**src/rtl/parking_pkg.sv**
```systemverilog
// Shared types for the parking request issuer: request kinds, FSM encoding,
// the queued request layout and the BCD plate check.
package parking_pkg;

  localparam logic [1:0] KIND_IN       = 2'd0;
  localparam logic [1:0] KIND_OUT      = 2'd1;
  localparam logic [1:0] KIND_LEAK_ON  = 2'd2;
  localparam logic [1:0] KIND_LEAK_OFF = 2'd3;

  typedef enum logic [1:0] {
    ST_IDLE  = 2'd0,
    ST_ISSUE = 2'd1,
    ST_GAP   = 2'd2
  } state_t;

  typedef struct packed {
    logic [1:0]  kind;
    logic [15:0] plate;
    logic [2:0]  flr;
  } req_t;

  // A plate is usable only if every nibble is a decimal digit and it is not all zeros.
  function automatic logic bcd_plate_valid(input logic [15:0] plate);
    logic ok;
    ok = (plate != 16'h0000);
    for (int i = 0; i < 4; i++) begin
      if (plate[i*4 +: 4] > 4'd9) ok = 1'b0;
    end
    return ok;
  endfunction

endpackage

```
**src/rtl/request_fifo.sv**
```systemverilog
// Synchronous FIFO with registered full/empty flags; storage is not reset,
// only the pointers and flags are.
module request_fifo #(
  parameter int WIDTH = 21,
  parameter int DEPTH = 4
) (
  input  logic             clock,
  input  logic             reset_n,
  input  logic             push,
  input  logic [WIDTH-1:0] wdata,
  input  logic             pop,
  output logic [WIDTH-1:0] rdata,
  output logic             full,
  output logic             empty
);

  localparam int AW = $clog2(DEPTH);

  logic [WIDTH-1:0] mem [DEPTH];
  logic [AW-1:0]    wr_ptr;
  logic [AW-1:0]    rd_ptr;
  logic [AW:0]      count;
  logic [AW:0]      count_nxt;
  logic             push_ok;
  logic             pop_ok;

  assign push_ok = push && !full;
  assign pop_ok  = pop && !empty;
  assign rdata   = mem[rd_ptr];

  always_comb begin
    count_nxt = count;
    if (push_ok && !pop_ok)      count_nxt = count + 1'b1;
    else if (pop_ok && !push_ok) count_nxt = count - 1'b1;
  end

  always_ff @(posedge clock or negedge reset_n) begin
    if (!reset_n) begin
      wr_ptr <= '0;
      rd_ptr <= '0;
      count  <= '0;
      full   <= 1'b0;
      empty  <= 1'b1;
    end else begin
      if (push_ok) wr_ptr <= wr_ptr + 1'b1;
      if (pop_ok)  rd_ptr <= rd_ptr + 1'b1;
      count <= count_nxt;
      full  <= (count_nxt == (AW+1)'(DEPTH));
      empty <= (count_nxt == '0);
    end
  end

  always_ff @(posedge clock) begin
    if (push_ok) mem[wr_ptr] <= wdata;
  end

endmodule

```
**src/rtl/parking_request_issuer.sv**
```systemverilog
// Buffers operator requests and replays them to the lot as spaced one-cycle
// in/out pulses, with leak level control and drop/issue statistics.
module parking_request_issuer
  import parking_pkg::*;
#(
  parameter int DEPTH      = 4,
  parameter int GAP_CYCLES = 6
) (
  input  logic        clock,
  input  logic        reset_n,
  // Handshake: a request is taken on a rising edge where req_valid && req_ready;
  // req_valid may be held or dropped freely while req_ready is low.
  input  logic        req_valid,
  output logic        req_ready,
  input  logic [1:0]  req_kind,
  input  logic [15:0] req_plate,
  input  logic [2:0]  req_floor,
  input  logic        hold,
  output logic [15:0] license_plate,
  output logic        in_mode,
  output logic        out_mode,
  output logic        leakage,
  output logic [2:0]  leakage_floor,
  output logic        err_pulse,
  output logic [7:0]  issued_cnt,
  output logic [7:0]  dropped_cnt,
  output state_t      fsm_state
);

  localparam int GW = (GAP_CYCLES > 1) ? $clog2(GAP_CYCLES) : 1;

  state_t        state, state_nxt;
  logic [GW-1:0] gap_cnt, gap_nxt;
  logic [15:0]   plate_nxt;
  logic          in_nxt, out_nxt, leak_nxt, err_nxt;
  logic [2:0]    floor_nxt;
  logic [7:0]    issued_nxt, dropped_nxt;
  logic          full, empty, pop, drop;
  logic [$bits(req_t)-1:0] rdata;
  req_t          head;
  req_t          wreq;

  assign wreq      = '{kind: req_kind, plate: req_plate, flr: req_floor};
  assign head      = req_t'(rdata);
  assign req_ready = !full;
  assign pop       = (state == ST_IDLE) && !empty && !hold;
  assign fsm_state = state;

  request_fifo #(.WIDTH($bits(req_t)), .DEPTH(DEPTH)) u_fifo (
    .clock   (clock),
    .reset_n (reset_n),
    .push    (req_valid),
    .wdata   (wreq),
    .pop     (pop),
    .rdata   (rdata),
    .full    (full),
    .empty   (empty)
  );

  always_comb begin
    state_nxt   = state;
    gap_nxt     = gap_cnt;
    plate_nxt   = license_plate;
    in_nxt      = in_mode;
    out_nxt     = out_mode;
    leak_nxt    = leakage;
    floor_nxt   = leakage_floor;
    err_nxt     = 1'b0;
    issued_nxt  = issued_cnt;
    dropped_nxt = dropped_cnt;
    drop        = 1'b0;
    case (state)
      ST_IDLE: begin
        if (pop) begin
          case (head.kind)
            KIND_IN, KIND_OUT: begin
              if (bcd_plate_valid(head.plate)) begin
                plate_nxt = head.plate;
                in_nxt    = (head.kind == KIND_IN);
                out_nxt   = (head.kind == KIND_OUT);
                state_nxt = ST_ISSUE;
              end else begin
                drop = 1'b1;
              end
            end
            KIND_LEAK_ON: begin
              if (head.flr != 3'd0) begin
                leak_nxt  = 1'b1;
                floor_nxt = head.flr;
              end else begin
                drop = 1'b1;
              end
            end
            default: begin
              leak_nxt  = 1'b0;
              floor_nxt = 3'd0;
            end
          endcase
        end
      end
      ST_ISSUE: begin
        plate_nxt  = 16'h0000;
        in_nxt     = 1'b0;
        out_nxt    = 1'b0;
        issued_nxt = issued_cnt + 8'd1;
        gap_nxt    = GW'(GAP_CYCLES - 1);
        state_nxt  = ST_GAP;
      end
      ST_GAP: begin
        if (gap_cnt == '0) state_nxt = ST_IDLE;
        else               gap_nxt   = gap_cnt - 1'b1;
      end
      default: state_nxt = ST_IDLE;
    endcase
    // Dropped requests flag for one cycle and count with saturation.
    if (drop) begin
      err_nxt = 1'b1;
      if (dropped_cnt != 8'hFF) dropped_nxt = dropped_cnt + 8'd1;
    end
  end

  always_ff @(posedge clock or negedge reset_n) begin
    if (!reset_n) begin
      state         <= ST_IDLE;
      gap_cnt       <= '0;
      license_plate <= 16'h0000;
      in_mode       <= 1'b0;
      out_mode      <= 1'b0;
      leakage       <= 1'b0;
      leakage_floor <= 3'd0;
      err_pulse     <= 1'b0;
      issued_cnt    <= 8'd0;
      dropped_cnt   <= 8'd0;
    end else begin
      state         <= state_nxt;
      gap_cnt       <= gap_nxt;
      license_plate <= plate_nxt;
      in_mode       <= in_nxt;
      out_mode      <= out_nxt;
      leakage       <= leak_nxt;
      leakage_floor <= floor_nxt;
      err_pulse     <= err_nxt;
      issued_cnt    <= issued_nxt;
      dropped_cnt   <= dropped_nxt;
    end
  end

endmodule

```
**config.mk**
```make
export PLATFORM = sky130hd
export DESIGN_NAME = parking_request_issuer
export DESIGN_NICKNAME = d
export VERILOG_FILES = /design/src/rtl/parking_pkg.sv /design/src/rtl/request_fifo.sv /design/src/rtl/parking_request_issuer.sv
export SDC_FILE = /design/constraint.sdc
export NUM_CORES = 1
export LEC_CHECK = 0
export BUFFER_PORTS_ARGS = -buffer_cell sky130_fd_sc_hd__buf_4
export CORE_MARGIN = 4
export CORE_UTILIZATION = 56
export DETAILED_ROUTE_END_ITERATION = 12
export PLACE_DENSITY = 0.83
export SYNTH_ARGS = -nofsm -noshare
export SYNTH_HDL_FRONTEND = slang
export SYNTH_SLANG_ARGS = --single-unit
```
**constraint.sdc**
```tcl
create_clock -name clock -period 2.7 [get_ports clock]
set_clock_uncertainty 0.05 [all_clocks]
set_input_delay 0.135 -clock clock [delete_from_list [all_inputs] [get_ports clock]]
set_output_delay 0.135 -clock clock [all_outputs]
set_load 0.1 [all_outputs]
```
==> run_results.csv <==
group,metric,value,unit
status,outcome,"finished, violations left",
status,violations,"negative setup slack",
worst_setup_path,ff2ff_path_depth,10,
worst_hold_path,min_from,"req_valid",
worst_setup_path,arrival,3.14,ns
worst_setup_path,path_cells,"buf_6 -> buf_8 -> buf_12 -> mux4_2 -> nor4_2 -> nand4_1 -> or4b_4 -> clkbuf_16 -> nand3_2 -> o21ai_1",
detailed_routing,drt_wl_total,12.7,mm
sta,tns,-0.172,ns
global_routing,grt_pass1_wl,19.3,mm
power_and_ir_drop,p_sw,4.48,mW
power_and_ir_drop,p_int,5.71,mW
logic_synthesis,async_flop_share,38.7,%
worst_setup_path,cp_top_family,"simple AND/OR/NAND/NOR gates",
clock_tree,htree_levels,4,
sta,tightestPinTransition,1.26,ns
sta,post-route-period-util,102,%
worst_setup_path,endpoint_kind,"flop",
place,dp_hpwl,7.33,mm
clock_tree,cts_buffer_depth,2,
layout,antenna_cells,0,
worst_setup_path,timing.rr.start,"u_fifo.rd_ptr[0]",
worst_hold_path,hp-class,"input port to flop",
place,io_buffers,66,
global_routing,antenna_found_initial,0,
clock_tree,cts.sinks,137,
logic_synthesis,syn_nets,398,
layout,fin_util,76.0,%
power_and_ir_drop,pwr-share-comb,45.8,%
layout,area_growth,31.9,%
place,preCtsSetupSlack,0.0121,ns
detailed_routing,postRouteAntennaNets,0,
layout,mostFrequentLayoutCells,"84 x edfxtp_1, 79 x buf_4, 51 x dfrtp_1",
detailed_routing,dr.first_iter.drc_count,233,
floorplan,die_area,11800,µm²
worst_setup_path,cp.required,3.09,ns
worst_setup_path,path_class,"flop to flop",
floorplan,std_cell_rows,36,
logic_synthesis,ys_seq_elements,137,
clock_tree,root_buffer,"clkbuf_8",
worst_hold_path,worstHoldEndpoint,"u_fifo.wr_ptr[0]",
logic_synthesis,synth_compound_area_share,6.06,%
worst_setup_path,startpoint_type,"flop",
clock_tree,cts.reportedPaths.clkPinSlew,0.06,ns
logic_synthesis,yosys_warnings,0,
sta,setup_viol,9,
logic_synthesis,synthesis.area,5660,µm²
clock_tree,worstSkewPairLatency,0.53,ns
global_routing,grt_max_degree,54,
worst_setup_path,worst-r2r-setup-slack,-0.05,ns
sta,grt_setup_unrepaired,"true",
worst_setup_path,cp_slowest_cell,"mux4_2",
power_and_ir_drop,pwr-share-seq,31.1,%
sta,whs,0.0963,ns
clock_tree,cts_inserted_buffers,17,
logic_synthesis,syn_inst,363,
layout,final_common_cell,"edfxtp_1",
detailed_routing,drt-wirelength-per-cell,20.3,µm
detailed_routing,via_count,3562,
power_and_ir_drop,switching_share,44.0,%
sta,finalCriticalPeriod,2.75,ns
floorplan,die_w,109,µm
worst_setup_path,slowest_delay,0.52,ns
place,gp_congestion,0.800,
flow_run,max_cap_viol_count,0,
logic_synthesis,synth_cell_types,45,
power_and_ir_drop,ir_drop,0.000795,V
sta,finalMaxSlewViolations,0,
power_and_ir_drop,power_density,1360,nW/µm²
layout,fin_nets,514,
global_routing,grt_util_all_layers,22.5,%
detailed_routing,dr.pass1.iters,5,
logic_synthesis,synthSimpleGateAreaFrac,7.74,%
logic_synthesis,synth-xor-area-share,3.09,%
logic_synthesis,synth_flop_cell,"edfxtp_1",
logic_synthesis,synthMuxAreaShare,9.06,%
logic_synthesis,avgSynthCellArea,15.6,µm²
sta,max_slew_margin,15.9,%
power_and_ir_drop,total_power,10.2,mW
floorplan,core,9820,µm²
logic_synthesis,synth_top_family_by_area,"multiplexers",
sta,layout_setup_ws,-0.0519,ns
global_routing,grt_overflow,0,
layout,drive_gt1_share,36.6,%
worst_setup_path,path_max_fanout,7,
power_and_ir_drop,leakage,3.08,nW
floorplan,pin_count,67,
floorplan,fp.dieH,109,µm
logic_synthesis,synth_fa_ha_area_share,2.21,%
detailed_routing,drcViolationCount,0,
sta,hold_violations,0,
power_and_ir_drop,clockPowerShare,23.2,%
worst_setup_path,r2r_end,"license_plate[11]",
clock_tree,cts_tree,"yes",
logic_synthesis,synth-edff-count,84,
worst_setup_path,path_buf_inv,4,
global_routing,grt_pass1_vias,3659,
sta,fmax,363,MHz
worst_hold_path,hold-path-cell-count,3,
detailed_routing,vias_per_cell,5.70,
floorplan,start_util,57.6,%
logic_synthesis,yosysSeqAreaShare,68.0,%
==> cell families (layout without fill, tap and decap cells) <==
group	after synthesis	in the layout
DFF	137	137
AOI/OAI and AO/OA	47	47
xor gates and xnor gates	20	20
buffers and inverters	43	172
muxes	23	23
adders and majority gates	10	10
and+or+nand+nor	83	83
==> synthesized netlist by cell type (all sizes together) (5+ instances only) <==
library cell	number	share of area [%]
nand3	28	2.5
xor2	6	0.93
ha	10	2.2
a211oi	5	1.1
xnor2	14	2.2
edfxtp	84	45
nor4	7	0.77
buf	11	1.7
o21ai	27	2.4
and2	6	0.66
inv	28	1.9
mux4	21	8.6
dfrtp	52	23
nor2	9	0.60
nand2	14	0.97
==> layout make-up <==
| type | instances | area, µm² |
|---|---|---|
| flip-flops and latches | 137 | 3850 |
| clock buffers | 17 | 414 |
| repair buffers | 112 | 1010 |
| well taps | 133 | 166 |
| fillers | 569 | 2350 |
| inverters | 28 | 105 |
| clock inverters | 15 | 186 |
| multi-input cells | 183 | 1730 |
==> worst max path at each step <==
stage                   endpoint              from  cells after the start
4_1_cts           dropped_cnt[1]  u_fifo.rd_ptr[0]                      8
2_1_floorplan           out_mode      fsm_state[0]                      7
5_1_grt        license_plate[11]  u_fifo.rd_ptr[0]                     10
3_5_place_dp      dropped_cnt[1]  u_fifo.rd_ptr[0]                      8
6_report       license_plate[11]  u_fifo.rd_ptr[0]                     10
3_3_place_gp      dropped_cnt[1]  u_fifo.rd_ptr[0]                      8
==> repair_timing <==
action | 4_1_cts | 5_1_grt
buffers inserted | 1 | 4
resized for setup | 1 | 37
hold endpoints to repair | 138 | 0
hold buffers | 23 | 0
pin swaps | 1 | 8
endpoints found under the setup margin | 6 | 25
gates cloned | 0 | 2
==> state kept, by name (all words and copies together), names as in the netlist <==
name / cells
dropped_cnt: 8
err_pulse: 1
leakage_floor: 3
fsm_state: 2
u_fifo.count: 3
license_plate: 16
u_fifo.rd_ptr: 2
u_fifo.wr_ptr: 2
out_mode: 1
u_fifo.mem: 84
u_fifo.empty: 1
issued_cnt: 8
leakage: 1
u_fifo.full: 1
gap_cnt: 3
in_mode: 1
==> per-layer routing <==
metal  up-vias  GRT usage [%]  share of wire (%)
met2       140           38.3                 53
met1      1802           27.3                 38
met5         -              0                  0
met4         0           8.75                2.4
met3        31           6.15                6.0
li1       1589              -                  -
==> worst register-to-register path: cells and delay by family, from the launching register on <==
family | cells | cell delay [ns]
simple gates | 4 | 0.97
flops | 1 | 0.42
buf+inv | 4 | 0.56
mux | 1 | 0.52
compound gates | 1 | 0.15
==> metrics by stage <==
| stage | std cells | area, µm² |
|---|---|---|
| after detailed placement | 563 | 6380 |
| final | 625 | 7460 |
| after CTS | 619 | 7230 |
| after global routing | 625 | 7460 |
| after global placement | 563 | 6380 |
| after floorplan | 363 | 5660 |
==> power by group through the flow <==
stage / Combinational (mW) / Sequential (mW) / Clock, mW
floorplan: 1.68 / 4.64 / 0
global placement: 4.17 / 3.12 / 0
detailed placement: 4.28 / 3.16 / 0
CTS: 4.37 / 3.13 / 2.38
global route: 4.91 / 3.21 / 2.49
finish: 4.66 / 3.16 / 2.36
(Power assumes the default switching activity.)
